--- src/rtl/vga_sync_monitor.sv ---
// Receive-side VGA timing monitor: recovers pixel coordinates from HS/VS/RGB,
// measures line/frame timing, tracks lock against the expected mode and counts lock losses.
module vga_sync_monitor #(
    parameter int unsigned H_TOTAL = 800,
    parameter int unsigned H_START = 144,
    parameter int unsigned H_VIS   = 640,
    parameter int unsigned V_TOTAL = 525,
    parameter int unsigned V_START = 35,
    parameter int unsigned V_VIS   = 480
) (
    input  logic       clk,
    input  logic       rst,
    input  logic       hs_n,
    input  logic       vs_n,
    input  logic       r_in,
    input  logic       g_in,
    input  logic       b_in,
    output logic [9:0] pix_x,
    output logic [9:0] pix_y,
    output logic       pix_valid,
    output logic       pix_r,
    output logic       pix_g,
    output logic       pix_b,
    output logic       frame_start,
    output logic       locked,
    output logic [9:0] line_len,
    output logic [9:0] frame_lines,
    output logic       err_pulse,
    output logic [7:0] err_cnt
);

    localparam int unsigned CW  = 10;
    localparam int unsigned CW1 = CW + 1;
    localparam int unsigned EW  = 8;

    localparam logic [CW-1:0]  CNT_MAX = '1;
    localparam logic [EW-1:0]  ERR_MAX = '1;
    localparam logic [CW-1:0]  H_LO    = CW'(H_START);
    localparam logic [CW-1:0]  H_HI    = CW'(H_START + H_VIS);
    localparam logic [CW-1:0]  V_LO    = CW'(V_START);
    localparam logic [CW-1:0]  V_HI    = CW'(V_START + V_VIS);
    localparam logic [CW1-1:0] H_TOT   = CW1'(H_TOTAL);
    localparam logic [CW1-1:0] V_TOT   = CW1'(V_TOTAL);

    typedef enum logic [1:0] {
        SEARCH  = 2'd0,
        MEASURE = 2'd1,
        LOCKED  = 2'd2
    } state_e;

    state_e state_q, state_d;

    logic          hs_q, vs_q, r_q, g_q, b_q;
    logic          hs_prev_q, vs_prev_q;
    logic [CW-1:0] h_cnt_q, h_cnt_d;
    logic [CW-1:0] v_cnt_q, v_cnt_d;
    logic          h_seen_q, h_seen_d;
    logic          bad_q, bad_d;

    logic [CW-1:0] pix_x_q, pix_x_d;
    logic [CW-1:0] pix_y_q, pix_y_d;
    logic          pix_valid_q, pix_valid_d;
    logic          pix_r_q, pix_r_d;
    logic          pix_g_q, pix_g_d;
    logic          pix_b_q, pix_b_d;
    logic          frame_start_q, frame_start_d;
    logic          locked_q, locked_d;
    logic [CW-1:0] line_len_q, line_len_d;
    logic [CW-1:0] frame_lines_q, frame_lines_d;
    logic          err_pulse_q, err_pulse_d;
    logic [EW-1:0] err_cnt_q, err_cnt_d;

    logic           hs_edge, vs_edge;
    logic [CW1-1:0] h_meas, v_meas;
    logic           line_bad, lines_ok, h_sat, v_sat, lose, in_win;

    assign hs_edge  = hs_prev_q & ~hs_q;
    assign vs_edge  = vs_prev_q & ~vs_q;
    assign h_meas   = {1'b0, h_cnt_q} + CW1'(1);
    assign v_meas   = {1'b0, v_cnt_q} + CW1'(hs_edge);
    assign line_bad = hs_edge & h_seen_q & (h_meas != H_TOT);
    assign lines_ok = (v_meas == V_TOT);
    assign h_sat    = (h_cnt_q == CNT_MAX);
    assign v_sat    = (v_cnt_q == CNT_MAX);

    // Counters and measurements; a VS edge coincident with HS counts that line once.
    always_comb begin
        h_cnt_d       = h_cnt_q;
        v_cnt_d       = v_cnt_q;
        h_seen_d      = h_seen_q | hs_edge;
        line_len_d    = line_len_q;
        frame_lines_d = frame_lines_q;
        if (hs_edge) begin
            h_cnt_d    = '0;
            line_len_d = h_meas[CW] ? CNT_MAX : h_meas[CW-1:0];
        end else if (!h_sat) begin
            h_cnt_d = h_cnt_q + CW'(1);
        end
        if (vs_edge) begin
            v_cnt_d       = '0;
            frame_lines_d = v_meas[CW] ? CNT_MAX : v_meas[CW-1:0];
        end else if (hs_edge && !v_sat) begin
            v_cnt_d = v_cnt_q + CW'(1);
        end
    end

    // Lock FSM next-state and error/frame pulses.
    always_comb begin
        state_d       = state_q;
        bad_d         = bad_q;
        err_pulse_d   = 1'b0;
        err_cnt_d     = err_cnt_q;
        frame_start_d = 1'b0;
        lose          = 1'b0;
        case (state_q)
            SEARCH: begin
                if (vs_edge) begin
                    state_d = MEASURE;
                    bad_d   = 1'b0;
                end
            end
            MEASURE: begin
                if (h_sat) begin
                    state_d = SEARCH;
                end else if (vs_edge) begin
                    if (!bad_q && !line_bad && lines_ok) begin
                        state_d = LOCKED;
                    end
                    bad_d = 1'b0;
                end else if (line_bad) begin
                    bad_d = 1'b1;
                end
            end
            LOCKED: begin
                lose = line_bad | (vs_edge & ~lines_ok) | h_sat | v_sat;
                if (lose) begin
                    err_pulse_d = 1'b1;
                    if (err_cnt_q != ERR_MAX) begin
                        err_cnt_d = err_cnt_q + EW'(1);
                    end
                    state_d = (h_sat || v_sat) ? SEARCH : MEASURE;
                    // A loss mid-frame taints the rest of that frame for re-measurement.
                    bad_d   = ~vs_edge;
                end else begin
                    frame_start_d = vs_edge;
                end
            end
            default: begin
                state_d = SEARCH;
                bad_d   = 1'b0;
            end
        endcase
        locked_d = (state_d == LOCKED);
    end

    // Pixel stage: next counter values line up with the stage-1 colour sample.
    always_comb begin
        in_win      = (h_cnt_d >= H_LO) && (h_cnt_d < H_HI) &&
                      (v_cnt_d >= V_LO) && (v_cnt_d < V_HI);
        pix_valid_d = locked_q & in_win;
        pix_x_d     = '0;
        pix_y_d     = '0;
        pix_r_d     = 1'b0;
        pix_g_d     = 1'b0;
        pix_b_d     = 1'b0;
        if (pix_valid_d) begin
            pix_x_d = h_cnt_d - H_LO;
            pix_y_d = v_cnt_d - V_LO;
            pix_r_d = r_q;
            pix_g_d = g_q;
            pix_b_d = b_q;
        end
    end

    always_ff @(posedge clk or posedge rst) begin
        if (rst) begin
            hs_q          <= 1'b1;
            vs_q          <= 1'b1;
            hs_prev_q     <= 1'b1;
            vs_prev_q     <= 1'b1;
            r_q           <= 1'b0;
            g_q           <= 1'b0;
            b_q           <= 1'b0;
            state_q       <= SEARCH;
            h_cnt_q       <= '0;
            v_cnt_q       <= '0;
            h_seen_q      <= 1'b0;
            bad_q         <= 1'b0;
            pix_x_q       <= '0;
            pix_y_q       <= '0;
            pix_valid_q   <= 1'b0;
            pix_r_q       <= 1'b0;
            pix_g_q       <= 1'b0;
            pix_b_q       <= 1'b0;
            frame_start_q <= 1'b0;
            locked_q      <= 1'b0;
            line_len_q    <= '0;
            frame_lines_q <= '0;
            err_pulse_q   <= 1'b0;
            err_cnt_q     <= '0;
        end else begin
            hs_q          <= hs_n;
            vs_q          <= vs_n;
            hs_prev_q     <= hs_q;
            vs_prev_q     <= vs_q;
            r_q           <= r_in;
            g_q           <= g_in;
            b_q           <= b_in;
            state_q       <= state_d;
            h_cnt_q       <= h_cnt_d;
            v_cnt_q       <= v_cnt_d;
            h_seen_q      <= h_seen_d;
            bad_q         <= bad_d;
            pix_x_q       <= pix_x_d;
            pix_y_q       <= pix_y_d;
            pix_valid_q   <= pix_valid_d;
            pix_r_q       <= pix_r_d;
            pix_g_q       <= pix_g_d;
            pix_b_q       <= pix_b_d;
            frame_start_q <= frame_start_d;
            locked_q      <= locked_d;
            line_len_q    <= line_len_d;
            frame_lines_q <= frame_lines_d;
            err_pulse_q   <= err_pulse_d;
            err_cnt_q     <= err_cnt_d;
        end
    end

    assign pix_x       = pix_x_q;
    assign pix_y       = pix_y_q;
    assign pix_valid   = pix_valid_q;
    assign pix_r       = pix_r_q;
    assign pix_g       = pix_g_q;
    assign pix_b       = pix_b_q;
    assign frame_start = frame_start_q;
    assign locked      = locked_q;
    assign line_len    = line_len_q;
    assign frame_lines = frame_lines_q;
    assign err_pulse   = err_pulse_q;
    assign err_cnt     = err_cnt_q;

endmodule

--- config.mk ---
export PLATFORM = sky130hd
export DESIGN_NAME = vga_sync_monitor
export DESIGN_NICKNAME = d
export VERILOG_FILES = /design/src/rtl/vga_sync_monitor.sv
export SDC_FILE = /design/constraint.sdc
export NUM_CORES = 1
export LEC_CHECK = 0
export BUFFER_PORTS_ARGS = -buffer_cell sky130_fd_sc_hd__buf_2
export CORE_UTILIZATION = 52
export CTS_CLUSTER_DIAMETER = 200
export CTS_CLUSTER_SIZE = 40
export DETAILED_ROUTE_END_ITERATION = 16
export PLACE_DENSITY = 0.73
export SYNTH_ARGS = -nofsm -noshare
export SYNTH_HDL_FRONTEND = slang
export SYNTH_SLANG_ARGS = --single-unit
--- constraint.sdc ---
create_clock -name clk -period 3.41 [get_ports clk]
set_input_delay 0.682 -clock clk [delete_from_list [all_inputs] [get_ports clk]]
set_output_delay 0.682 -clock clk [all_outputs]
set_load 0.005 [all_outputs]
==> metrics.csv, run 1 <==
metric;value;unit
postSynth.asyncResetShare;100.0;%
worst-path-buf-inv;1;
p_int;1614;uW
finalCritPeriodShare;93.61;%
die_w;96.76;microns
hold_violations;0;
clock_path_buffers;2;
grt_max_degree;49;
layout_commonest_cell;dfrtp_1;
cts_hold_buf;0;
cap_violations;0;
drtIter0Drc;119;
area_delta_synth_final;14.66;%
r2r_setup_slack;0.22;ns
synth_cells;455;
rr_startpoint;hs_prev_q$_DFF_PP1_;
min-delay-start;vs_q$_DFF_PP1_;
reg2reg_to;err_cnt[1]$_DFFE_PP0P_;
critPathMostFrequentCell;ha_1;
portBuffers;61;
seqPwrFrac;49.9;%
final_nets;537;
layout_common_cells;82 x dfrtp_1, 61 x buf_2, 45 x nand2_1;
ant_nets;0;
fin_skew;0.01056;ns
seq_area_frac_synth;46.20;%
rsz0062_at_grt;true;
start_util;53.54;%
switching_share;30.63;%
finalPower;2327;uW
max_freq;0.3133;GHz
hold_path_depth;0;
antenna_found_initial;0;
finalWirelength;10.21;mm
p_switching;712.7;uW
fp.dieArea;0.009363;sq mm
place_congestion;0.8804;
period_needed;3.192;ns
status;finished, final reports clean;
grt_pass1_vias;3549;
end_kind;flop;
max_stage_delay;0.56;ns
setup_tns;0;ns
drc_errors;0;
synthFlopType;dfrtp_1;
gr-total-overflow;0;
core_area;0.008721;sq mm
hold_path.class;flop to flop;
p_per_area;434.6;mW/mm^2
required;3.67;ns
rows;34;
ys_types;72;
tightestPinTransition;0.8274;ns
cp-start-kind;flop;
worstPathArrival;3.45;ns
yosysWarnings;0;
setup_violations;0;
pwr-share-clk;32.1;%
vias;3620;
max-slew-margin-rel;44.78;%
cts_htree_levels;3;
p_leak;0.002533;uW
clk_pin_slew;0.09;ns
n_antenna_cell;0;
critPathKind;flop to flop;
grt_pass1_wl;17.42;mm
clockRootBuffer;clkbuf_8;
syn_nets;474;
syn_area_per_cell;10.26;sq um
ios;62;
p_comb_share;17.9;%
avgRoutedWirePerCell;16.17;microns
worst-path-max-fanout;7;
hpwl;7.254;mm
cts_tree;built;
netlist_area;0.004669;sq mm
fill_cells;728;
ys_ff_latch;86;
fin_ws;0.2178;ns
worst_path_max_delay_cell;dfstp_2;
dp_slack;0.02404;ns
cp_top_family;compound AO/OA/AOI/OAI gates;
synth_edf_count;0;
dr.pass1.iters;4;
clock_latency;0.37;ns
grt_usage;23.31;%
hold-path-endpoint;vs_prev_q$_DFF_PP1_;
avgViaCountPerCell;5.737;
layout-drive-gt1-share;27.92;%
clock_sinks;86;
r2r_cells;10;
cts_buffers;9;
crit_path_cell_trace;nand2b_1, inv_1, ha_1, ha_1, and3_1, nand2_1, o41ai_2, a31oi_1, o311ai_4, mux2_1;
die_h;96.76;microns
max-vdd-ir-drop;0.2251;mV
drv_slew;0;
[worst reg2reg max path: cells and delay by family, from the launching register on]
kind | cells | cell delay, ns
simple gates | 3 | 0.47
compound gates | 3 | 1.06
flops | 1 | 0.56
fa+ha+maj | 2 | 0.55
mux | 1 | 0.36
buf+inv | 1 | 0.08
[cell type report]
| cell class | count | area [sq um] | area share, % |
|---|---|---|---|
| well taps | 108 | 135.1 | 2.524 |
| clock buffers | 9 | 123.9 | 2.314 |
| inverters | 20 | 76.32 | 1.426 |
| multi-input cells | 316 | 2278 | 42.56 |
| clock inverters | 7 | 85.08 | 1.589 |
| flip-flops and latches | 86 | 2157 | 40.29 |
| repair buffers | 85 | 498.0 | 9.301 |
[synthesized netlist by cell type (all sizes together) (3+ instances only)]
| cell type | n | area share (%) |
|---|---|---|
| nand2 | 45 | 3.6 |
| nand3b | 4 | 0.64 |
| o41ai | 4 | 0.91 |
| dfrtp | 82 | 44 |
| nor4 | 4 | 1.3 |
| xor2 | 13 | 2.4 |
| xnor2 | 14 | 2.6 |
| nand3 | 13 | 1.4 |
| inv | 20 | 1.6 |
| a31oi | 12 | 1.6 |
| buf | 18 | 2.5 |
| a21o | 3 | 0.48 |
| and3 | 8 | 1.1 |
| a22oi | 3 | 0.48 |
| and2 | 5 | 0.67 |
| o21ai | 15 | 1.6 |
| nor2b | 4 | 0.54 |
| nor3b | 6 | 1.2 |
| nand2b | 10 | 1.3 |
| a211oi | 6 | 1.6 |
| nor2 | 32 | 2.6 |
| clkbuf | 15 | 1.2 |
| mux2i | 9 | 2.0 |
| or3 | 3 | 0.40 |
| a21oi | 11 | 1.2 |
| nor3 | 25 | 4.1 |
| o211ai | 3 | 0.59 |
| ha | 12 | 3.2 |
| a2111oi | 4 | 1.7 |
| o31ai | 5 | 0.80 |
| nand4 | 11 | 1.6 |
| dfstp | 4 | 2.3 |
| a41oi | 3 | 0.56 |
[flip-flops by register name, indices dropped and copies added (netlist names), 2 cells and up]
register and cells:
v_cnt_q 10, err_cnt 8, pix_y 10, pix_x 10
state_q 2, line_len 10, frame_lines 10, h_cnt_q 10
[cell families (layout without fill, tap and decap cells)]
kind of cell	count (synthesis)	count (layout)	synth area share, %
mux	11	11	2.492
compound gates	88	88	15.78
fa+ha+maj	12	12	3.215
flops	86	86	46.20
xor+xnor	27	27	5.064
simple gates	178	178	21.92
buf+inv	53	121	5.332
[layer usage]
metal	vias up	share of wire [%]	track usage, %
met5	-	0	0
met1	1773	45	30.73
met3	19	3.9	4.552
li1	1744	-	-
met4	0	2.3	10.10
met2	84	48	37.49
[power groups by stage]
| stage | Combinational, uW | Clock [uW] | Sequential, uW |
|---|---|---|---|
| after global routing | 470 | 807 | 1180 |
| after global placement | 400 | 0 | 1180 |
| after detailed placement | 415 | 0 | 1180 |
| after floorplan | 298 | 0 | 1160 |
| final | 417 | 748 | 1160 |
| after CTS | 419 | 767 | 1160 |
[stage by stage]
step                      util (%)  cells  instance area, sq um  hold slack, ns
after global placement       58.39    610                  5092          0.3629
after floorplan                  -    455                  4672          0.3581
after global routing         61.39    631                  5354          0.3794
after CTS                    60.88    626                  5309          0.3795
final                        61.39    631                  5354          0.3771
after detailed placement     58.39    610                  5092          0.3665
[what timing repair did]
action,in CTS,in global routing
pin swaps,0,1
setup buffers,0,5
setup endpoints to repair,3,22
resized for setup,1,1
[how the worst max path moves through the flow]
stage,slack [ns],endpoint,cells past startpoint,start
detailed placement,0.02,pix_x[2]$_DFF_PP0_,11,v_cnt_q[0]$_DFF_PP0_
floorplan,0.02,err_cnt[1]$_DFFE_PP0P_,13,hs_prev_q$_DFF_PP1_
CTS,0.03,err_cnt[1]$_DFFE_PP0P_,10,hs_prev_q$_DFF_PP1_
global route,-0.007,err_cnt[1]$_DFFE_PP0P_,10,hs_prev_q$_DFF_PP1_
finish,0.22,err_cnt[1]$_DFFE_PP0P_,10,hs_prev_q$_DFF_PP1_
global placement,0.16,pix_x[3]$_DFF_PP0_,11,v_cnt_q[0]$_DFF_PP0_
(Power assumes the default switching activity.)
==> run 2, diff against run 1 <==
--- a/config.mk
+++ b/config.mk
@@ -6,11 +6,13 @@
 export NUM_CORES = 1
 export LEC_CHECK = 0
 export BUFFER_PORTS_ARGS = -buffer_cell sky130_fd_sc_hd__buf_2
-export CORE_UTILIZATION = 52
+export CELL_PAD_IN_SITES_DETAIL_PLACEMENT = 1
+export CELL_PAD_IN_SITES_GLOBAL_PLACEMENT = 2
+export CORE_UTILIZATION = 34
 export CTS_CLUSTER_DIAMETER = 200
 export CTS_CLUSTER_SIZE = 40
 export DETAILED_ROUTE_END_ITERATION = 16
-export PLACE_DENSITY = 0.73
+export PLACE_DENSITY = 0.74
 export SYNTH_ARGS = -nofsm -noshare
 export SYNTH_HDL_FRONTEND = slang
 export SYNTH_SLANG_ARGS = --single-unit
==> run 2 against run 1 <==
Power up 13%. Core utilization decreased by 20 points. Critical endpoint unchanged. Highest routed layer unchanged. Hold slack got worse by 0.0035 ns. Critical path depth is 1 higher.
==> metrics.csv, run 2 (synthesis results as in run 1) <==
metric;value;unit;change
ant_nets;0;;unchanged
hold_violations;0;;unchanged
gr-total-overflow;0;;unchanged
clock_sinks;86;;unchanged
fp.dieArea;0.01421;sq mm;+52%
postCtsSetupBuffers;0;;unchanged
layout-drive-gt1-share;28.11;%;+0.19 points
required;3.64;ns;-0.03 ns
rr_startpoint;hs_prev_q$_DFF_PP1_;;
r2r_setup_slack;0.22;ns;about the same
worst_path_max_delay_cell;dfstp_2;;
cp-start-kind;flop;;
n_antenna_cell;0;;unchanged
hold_path.class;flop to flop;;
die_h;119.2;microns;+23%
tightestPinTransition;0.7156;ns;-0.1118 ns
critPathKind;flop to flop;;
endpoint;err_cnt[1]$_DFFE_PP0P_;;
cts_htree_levels;3;;unchanged
status;finished, final reports clean;;
finalWirelength;11.73;mm;+15%
p_leak;0.002593;uW;+2.4%
period_needed;3.192;ns;-0.0001270 ns
grt_pass1_vias;3829;;+7.9%
clockRootBuffer;clkbuf_16;;
clock_latency;0.35;ns;-0.02 ns
reg2reg_to;err_cnt[1]$_DFFE_PP0P_;;
max_stage_delay;0.54;ns;-0.02 ns
clk_pin_slew;0.07;ns;-0.02 ns
setup_violations;0;;unchanged
max-vdd-ir-drop;0.2391;mV;+6.2%
cts_buffers;9;;unchanged
max_freq;0.3133;GHz;about the same
layout_common_cells;82 x dfrtp_1, 61 x buf_2, 45 x nand2_1;;
dr.pass1.iters;4;;unchanged
clock_path_buffers;2;;unchanged
fill_cells;1540;;+110%
drc_errors;0;;unchanged
p_per_area;472.4;mW/mm^2;+8.7%
r2r_cells;11;;+1
hpwl;8.665;mm;+19%
finalCritPeriodShare;93.61;%;about the same
grt_max_degree;34;;-31%
cts_tree;built;;
fin_skew;0.004776;ns;-0.005788 ns
drtIter0Drc;130;;+9.2%
grt_usage;17.65;%;-5.7 points
avgRoutedWirePerCell;16.78;microns;+3.8%
setup_tns;0;ns;unchanged
portBuffers;61;;unchanged
die_w;119.2;microns;+23%
area_delta_synth_final;19.00;%;
antenna_found_initial;0;;unchanged
ios;62;;unchanged
worstPathArrival;3.42;ns;-0.03 ns
avgViaCountPerCell;5.120;;-11%
max-slew-margin-rel;51.06;%;+6.3 points
start_util;35.12;%;-18 points
core_area;0.01330;sq mm;+52%
startpoint;hs_prev_q$_DFF_PP1_;;
final_nets;537;;unchanged
drv_slew;0;;unchanged
crit_path_cell_trace;nand2b_1, inv_1, ha_1, ha_2, and3_1, nand2_1, o41ai_2, buf_4, a31oi_1, o311ai_4, mux2_1;;
cap_violations;0;;unchanged
vias;3579;;-1.1%
finalPower;2625;uW;+13%
grt_pass1_wl;19.54;mm;+12%
layout_commonest_cell;dfrtp_1;;
rows;42;;+24%
worst-path-max-fanout;7;;unchanged
place_congestion;0.7976;;-9.4%
rsz0062_at_grt;false;;
end_kind;flop;;
run 2: report_power, final:
part	switching [uW]	internal (uW)	total, uW
clock network	453	585	1040
logic	255	174	429
registers	63.9	1090	1160
total	772	1850	2620
run 2: worst min-delay path by stage:
stage                              start                  end  slack, ns  cells past startpoint
after CTS                 vs_q$_DFF_PP1_  vs_prev_q$_DFF_PP1_       0.38                      0
after global placement    vs_q$_DFF_PP1_  vs_prev_q$_DFF_PP1_       0.36                      0
after detailed placement  vs_q$_DFF_PP1_  vs_prev_q$_DFF_PP1_       0.37                      0
after floorplan           vs_q$_DFF_PP1_  vs_prev_q$_DFF_PP1_       0.36                      0
after global routing      vs_q$_DFF_PP1_  vs_prev_q$_DFF_PP1_       0.39                      0
final                     vs_q$_DFF_PP1_  vs_prev_q$_DFF_PP1_       0.37                      0
run 2: stage by stage:
stage	instance area, sq um	cells	worst slack (ns)	util (%)	hold WS (ns)
after CTS	5539	699	0.09286	41.66	0.3760
after detailed placement	5228	683	0.1148	39.32	0.3662
final	5557	699	0.2179	41.79	0.3736
after global placement	5228	683	0.2068	39.32	0.3636
after floorplan	4672	455	0.01633	-	0.3581
after global routing	5557	699	0.01559	41.79	0.3896
run 2: layout make-up:
class / instances / area (sq um) / area share [%]
clock buffers: 9 / 225.2 / 4.053
clock inverters: 7 / 86.33 / 1.554
inverters: 20 / 76.32 / 1.374
multi-input cells: 316 / 2281 / 41.05
flip-flops and latches: 86 / 2157 / 38.82
well taps: 176 / 220.2 / 3.963
repair buffers: 85 / 510.5 / 9.187
run 2: critical path: cells and delay by family, from the launching register on:
family / cells / cell delay, ns
compound gates: 3 / 0.95
fa+ha+maj: 2 / 0.50
buf+inv: 2 / 0.26
flops: 1 / 0.54
mux: 1 / 0.36
simple gates: 3 / 0.46
run 2: timing repair:
item | in CTS | in global routing
gates resized for setup | 0 | 3
setup endpoints to repair | 0 | 5
hold buffers | 0 | 0
run 2: layer usage:
metal / share of wire, % / GRT usage (%) / wire, microns
met3: 2.3 / 4.119 / 275
met4: 1.1 / 5.142 / 134
met2: 50 / 29.47 / 5831
met5: 0 / 0 / 0
met1: 47 / 22.65 / 5489
